**config.mk**
```make
export PLATFORM = sky130hd
export DESIGN_NAME = mul_div_unit
export DESIGN_NICKNAME = d
export VERILOG_FILES = /design/src/rtl/mul_div_unit_pkg.sv /design/src/rtl/mdu_iter_step.sv /design/src/rtl/mul_div_unit.sv
export SDC_FILE = /design/constraint.sdc
export NUM_CORES = 1
export LEC_CHECK = 0
export ABC_AREA = 1
export CAP_MARGIN = 20
export CORE_ASPECT_RATIO = 1.75
export CORE_MARGIN = 3
export CORE_UTILIZATION = 35
export DETAILED_ROUTE_END_ITERATION = 8
export PLACE_DENSITY_LB_ADDON = 0.2
export SLEW_MARGIN = 0
export SYNTH_ARGS = -nofsm -noshare
export SYNTH_HDL_FRONTEND = slang
export SYNTH_HIERARCHICAL = 1
export SYNTH_SLANG_ARGS = --single-unit
```
**constraint.sdc**
```tcl
create_clock -name btn -period 6.5 [get_ports btn]
set_clock_uncertainty 0.15 [all_clocks]
set_input_delay 1.625 -clock btn [delete_from_list [all_inputs] [get_ports btn]]
set_output_delay 1.625 -clock btn [all_outputs]
set_load 0.02 [all_outputs]
```
**src/rtl/mul_div_unit_pkg.sv**
```systemverilog
// Shared encodings and defaults for the iterative multiply/divide unit.
package mul_div_unit_pkg;
   localparam int DEFAULT_WIDTH = 32;

   typedef enum logic [1:0] {
      OP_MULT  = 2'b00,
      OP_MULTU = 2'b01,
      OP_DIV   = 2'b10,
      OP_DIVU  = 2'b11
   } op_e;

   typedef enum logic [1:0] {
      ST_IDLE = 2'b00,
      ST_CALC = 2'b01,
      ST_FIX  = 2'b10
   } state_e;
endpackage

```
**src/rtl/mdu_iter_step.sv**
```systemverilog
// One combinational iteration: LSB-first shift-add multiply or restoring divide step.
// Multiply keeps {acc,lo} as the shifting product; divide keeps acc=remainder, lo=dividend/quotient.
module mdu_iter_step import mul_div_unit_pkg::*; #(
   parameter int WIDTH = DEFAULT_WIDTH
) (
   input  logic             i_is_div,
   input  logic [WIDTH-1:0] i_acc,
   input  logic [WIDTH-1:0] i_lo,
   input  logic [WIDTH-1:0] i_b,
   output logic [WIDTH-1:0] o_acc,
   output logic [WIDTH-1:0] o_lo
);
   logic [WIDTH:0]   w_sum;
   logic [WIDTH:0]   w_shift;
   logic [WIDTH-1:0] w_rem;
   logic             w_ge;

   assign w_sum   = {1'b0, i_acc} + (i_lo[0] ? {1'b0, i_b} : '0);
   assign w_shift = {i_acc, i_lo[WIDTH-1]};
   assign w_ge    = (w_shift >= {1'b0, i_b});
   // When the subtract succeeds the difference is below the divisor, so WIDTH bits suffice.
   assign w_rem   = w_shift[WIDTH-1:0] - i_b;

   always_comb begin
      o_acc = w_sum[WIDTH:1];
      o_lo  = {w_sum[0], i_lo[WIDTH-1:1]};
      if (i_is_div) begin
         o_acc = w_ge ? w_rem : w_shift[WIDTH-1:0];
         o_lo  = {i_lo[WIDTH-2:0], w_ge};
      end
   end
endmodule

```
**src/rtl/mul_div_unit.sv**
```systemverilog
// Iterative MULT/MULTU/DIV/DIVU with HI/LO; start-to-done is WIDTH+1 edges.
// busy stalls the issuer; start/mthi/mtlo while busy are dropped.
module mul_div_unit import mul_div_unit_pkg::*; #(
   parameter int WIDTH = DEFAULT_WIDTH
) (
   input  logic             btn,
   input  logic             Rst,
   input  logic             start,
   input  logic [1:0]       op,
   input  logic [WIDTH-1:0] opA,
   input  logic [WIDTH-1:0] opB,
   input  logic             mthi,
   input  logic             mtlo,
   input  logic [WIDTH-1:0] wdat,
   input  logic             rd_hi,
   output logic [WIDTH-1:0] rdat,
   output logic             busy,
   output logic             done,
   output logic             div_by_zero
);
   localparam int CW = $clog2(WIDTH);
   localparam logic [CW-1:0] LAST = CW'(WIDTH - 1);

   state_e           r_state, w_next_state;
   logic [CW-1:0]    r_cnt;
   logic [WIDTH-1:0] r_acc, r_shf, r_opb, r_hi, r_lo;
   logic             r_is_div, r_neg_res, r_neg_rem, r_dbz, r_done, r_dbz_out;

   logic             w_sign_a, w_sign_b;
   logic [WIDTH-1:0] w_mag_a, w_mag_b, w_step_acc, w_step_lo, w_fix_hi, w_fix_lo;
   logic [2*WIDTH-1:0] w_prod_neg;

   assign w_sign_a   = ~op[0] & opA[WIDTH-1];
   assign w_sign_b   = ~op[0] & opB[WIDTH-1];
   assign w_mag_a    = w_sign_a ? -opA : opA;
   assign w_mag_b    = w_sign_b ? -opB : opB;
   assign w_prod_neg = -{r_acc, r_shf};

   mdu_iter_step #(.WIDTH(WIDTH)) u_step (
      .i_is_div (r_is_div),
      .i_acc    (r_acc),
      .i_lo     (r_shf),
      .i_b      (r_opb),
      .o_acc    (w_step_acc),
      .o_lo     (w_step_lo)
   );

   always_ff @(posedge btn or posedge Rst) begin
      if (Rst) r_state <= ST_IDLE;
      else     r_state <= w_next_state;
   end

   always_comb begin
      w_next_state = r_state;
      unique case (r_state)
         ST_IDLE: if (start) w_next_state = ST_CALC;
         ST_CALC: if (r_cnt == LAST) w_next_state = ST_FIX;
         ST_FIX:  w_next_state = ST_IDLE;
         default: w_next_state = ST_IDLE;
      endcase
   end

   // Divide-by-zero leaves the raw iteration result: all-ones quotient, dividend in acc.
   always_comb begin
      w_fix_hi = r_acc;
      w_fix_lo = r_shf;
      if (!r_is_div) begin
         if (r_neg_res) {w_fix_hi, w_fix_lo} = w_prod_neg;
      end else if (!r_dbz) begin
         if (r_neg_res) w_fix_lo = -r_shf;
         if (r_neg_rem) w_fix_hi = -r_acc;
      end
   end

   always_ff @(posedge btn or posedge Rst) begin
      if (Rst) begin
         r_cnt     <= '0;
         r_acc     <= '0;
         r_shf     <= '0;
         r_opb     <= '0;
         r_hi      <= '0;
         r_lo      <= '0;
         r_is_div  <= 1'b0;
         r_neg_res <= 1'b0;
         r_neg_rem <= 1'b0;
         r_dbz     <= 1'b0;
         r_done    <= 1'b0;
         r_dbz_out <= 1'b0;
      end else begin
         r_done    <= 1'b0;
         r_dbz_out <= 1'b0;
         case (r_state)
            ST_IDLE: begin
               if (start) begin
                  r_cnt     <= '0;
                  r_acc     <= '0;
                  r_shf     <= w_mag_a;
                  r_opb     <= w_mag_b;
                  r_is_div  <= op[1];
                  r_neg_res <= w_sign_a ^ w_sign_b;
                  r_neg_rem <= w_sign_a;
                  r_dbz     <= op[1] && (opB == '0);
               end else begin
                  if (mthi) r_hi <= wdat;
                  if (mtlo) r_lo <= wdat;
               end
            end
            ST_CALC: begin
               r_acc <= w_step_acc;
               r_shf <= w_step_lo;
               r_cnt <= r_cnt + 1'b1;
            end
            ST_FIX: begin
               r_hi      <= w_fix_hi;
               r_lo      <= w_fix_lo;
               r_done    <= 1'b1;
               r_dbz_out <= r_dbz;
            end
            default: ;
         endcase
      end
   end

   assign busy        = (r_state != ST_IDLE);
   assign done        = r_done;
   assign div_by_zero = r_dbz_out;
   assign rdat        = rd_hi ? r_hi : r_lo;
endmodule

```
==> reports/results.tsv <==
metric	value	unit
Max Cap Viol	0	
Post-CTS Repair Setup Buffers	0	
Clock Latency Late Sink	470	ps
clk slew on worst S/H paths	70	ps
number of warning messages in the yosys log	6	
placed inst area	20100	µm²
endpoint class of the critical path	primary output	
Worst Setup Start Kind	input pin	
final setup violation count	0	
clock share of power	9.0	%
core area	50900	µm²
fin crit share	80.0	%
crit-path max FO	33	
clk buf depth	2	
Fillers	5556	
Int Pwr	5.07	mW
cell repeated most along the worst path	clkdlybuf4s50_1	
layout overhead on the synthesized area	14.0	%
I/O Pins	139	
Sw Ratio	58.6	%
first-pass GRT wire length	122000	µm
Post-CTS Resized	0	
Avg WL per Cell	22.0	µm
DR vias	20300	
logic gate share of total power	69.1	%
# DRC	0	
Avg Cell Area, Syn	5.98	µm²
cell accounting for the most synthesized area	dfrtp_1	
top cell type's share of synthesized area	23.8	%
ys async rst share	100	%
Post-synth EDFFs	0	
H-tree depth	4	
Antenna Cells	0	
global placement routability congestion	1.01	
Via density	5.36	
switching power	7.18	mW
drt pass-1 iters	8	
largest net degree at the start of global routing	89	
worst path cell trace	clkdlybuf4s50_1 > buf_4 > mux2_2 > clkdlybuf4s50_1	
CP arrival	3420	ps
count of final hold-check violations	0	
vias in the first global route	19900	
CTS Sinks	173	
pwr dens	592	nW/µm²
initial antenna violation count	1	
Worst Max-Slew Pin Slew	1070	ps
Die Wd	178	µm
share of post-route cells with drive strength above 1	6.46	%
port buffer count	138	
Layout Nets	3289	
Synth Instances	3036	
syn_nets	3212	
antenna viol nets, final	0	
Most used DFF post-synth	dfrtp_1	
Slowest cell on crit path	clkdlybuf4s50_1	
Num CTS Buffers	17	
worst path buffer plus inverter count	3	
CP Class	input pin to primary output	
final max-slew violation count	0	
#FFs+latches synth	173	
grt total ovfl	0	
row count	109	
Critical Path RT	4720	ps
DR iter-0 viols	1390	
CP delay by family, top	buffers and inverters	
die area	54800	µm²
Final min period	5200	ps
setup TNS	0	ps
max-slew headroom at the worst pin	28.5	%
Post-Syn Area	18200	µm²
sequential power share	21.9	%
hold crit path type	flip-flop to flip-flop	
Die Y	307	µm
post-layout instance area	20700	µm²
CTS tree	built	
slowest stage delay, CP	540	ps
Unique masters post-synth	54	
sequential area share after synthesis	23.8	%
top cells by area, synth	dfrtp_1 (24%), nand2_1 (21%), inv_1 (7.7%)	
Total GRT Usage	30.0	%
status	completed	
Root Buffer	clkbuf_16	
DP HPWL	67400	µm
total wire length	83400	µm
LEAKAGE	10.2	nW
Hold Buf Count CTS	0	
Initial Util	35.7	%
FMAX	192	MHz
RSZ-0062 raised after global routing	no	
Max IR drop VDD	0.324	mV
-- through the flow --
| stage | total power, mW | util, % | std cells | hold slack [ps] | setup slack [ps] |
|---|---|---|---|---|---|
| 2_1_floorplan | 7.94 | - | 3036 | 295 | 36.5 |
| 3_3_place_gp | 11.0 | 39.5 | 3760 | 318 | 1350 |
| 3_5_place_dp | 11.0 | 39.5 | 3760 | 324 | 1300 |
| 4_1_cts | 12.2 | 40.7 | 3791 | 342 | 1300 |
| 5_1_grt | 13.2 | 40.7 | 3791 | 370 | 1240 |
| 6_report | 12.3 | 40.7 | 3791 | 345 | 1300 |
-- cell families (layout without fill, tap and decap cells) --
logic type                 after synthesis  count (layout)  synth area share [%]
adders and majority gates               72              72                  5.04
DFF                                    173             173                  23.8
buffers and inverters                  495             584                  10.7
muxes                                   31              31                  1.92
and+or+nand+nor                       1766            1766                  41.7
xor gates and xnor gates                53              53                  2.56
AOI/OAI and AO/OA                      446             446                  14.2
-- final cells by class --
type	count	area, µm²	area share, %
Multi-Input combinational cell	2368	11900	57.5
Tap cell	666	833	4.02
Timing Repair Buffer	158	1530	7.39
Inverter	395	1490	7.19
Sequential cell	173	4330	20.9
Clock inverter	9	134	0.646
Clock buffer	22	474	2.29
-- cells in the mapped netlist, drive strengths merged, types with 11 or more instances --
| cell | n |
|---|---|
| a31oi | 12 |
| nor3 | 22 |
| o221ai | 21 |
| nand3b | 35 |
| o211ai | 35 |
| dfrtp | 173 |
| xor2 | 33 |
| xnor2 | 20 |
| nand2 | 1021 |
| buf | 41 |
| clkbuf | 59 |
| inv | 393 |
| nor2 | 352 |
| nand4 | 25 |
| o21ai | 210 |
| or2 | 11 |
| ha | 70 |
| mux2 | 31 |
| a21oi | 117 |
| nand3 | 286 |
| o21bai | 20 |
-- power by group through the flow --
stage | logic [mW] | registers [mW] | clock network (mW)
2_1_floorplan | 5.92 | 2.02 | 0
5_1_grt | 9.38 | 2.68 | 1.16
3_5_place_dp | 8.36 | 2.67 | 0
6_report | 8.47 | 2.68 | 1.10
4_1_cts | 8.40 | 2.65 | 1.12
3_3_place_gp | 8.29 | 2.68 | 0
-- tightest hold or removal path: stages (launching register included) --
cell and delay, ps:
dfrtp_1 350, nand2_1 60, nand2_1 60
-- placed cells by master, fill, tap and decap left out, types with 5 or more instances in the layout --
master,synthesis,final
nand4_1,25,25
o211ai_1,35,35
o31ai_1,7,7
a31oi_1,12,12
nor2_2,32,32
nand3b_1,35,35
xor2_1,33,33
or2_2,11,11
inv_2,21,21
o21ai_1,27,27
a21o_1,7,7
clkdlybuf4s50_1,0,138
dfrtp_1,173,171
nor2_4,8,11
a22oi_1,5,5
nand2_1,1007,1006
nor2_1,311,308
nor3_1,18,18
mux2_2,31,31
and2_1,6,6
o21ai_0,179,179
o21bai_1,19,19
nand3_1,271,271
xnor2_1,20,20
o221ai_1,21,21
nand3_2,15,15
nor4_1,5,5
a21oi_1,115,115
clkbuf_16,0,17
ha_1,70,70
buf_4,0,20
nand2_2,11,12
inv_1,372,371
-- flip-flops by register name, summed over array words and instances (netlist names), 2 cells and up --
signal / cells
r_opb: 32
r_lo: 32
r_state: 2
r_shf: 32
r_hi: 32
r_cnt: 5
r_acc: 32
-- final timing paths --
check | startpoint | to | slack [ps] | cells past startpoint
setup / recovery | rd_hi | rdat[11] | 1300 | 4
hold / removal | r_lo[0] | r_lo[0] | 340 | 2
setup reg to reg | r_acc[23] | r_acc[29] | 2750 | 13
hold reg to reg | r_lo[0] | r_lo[0] | 340 | 2
max in group asynchronous | Rst | done | 3520 | 3
min in group asynchronous | Rst | r_shf[1] | 1560 | 2
-- routing by layer --
metal  vias to the layer above  GRT usage [%]  part of all wire (%)
met5                         -              0                 0.016
met4                         2           26.7                    11
met3                       268           3.22                   3.7
met2                       673           54.9                    52
met1                      9460           29.1                    34
li1                       9930              -                     -
(Power assumes the default switching activity.)
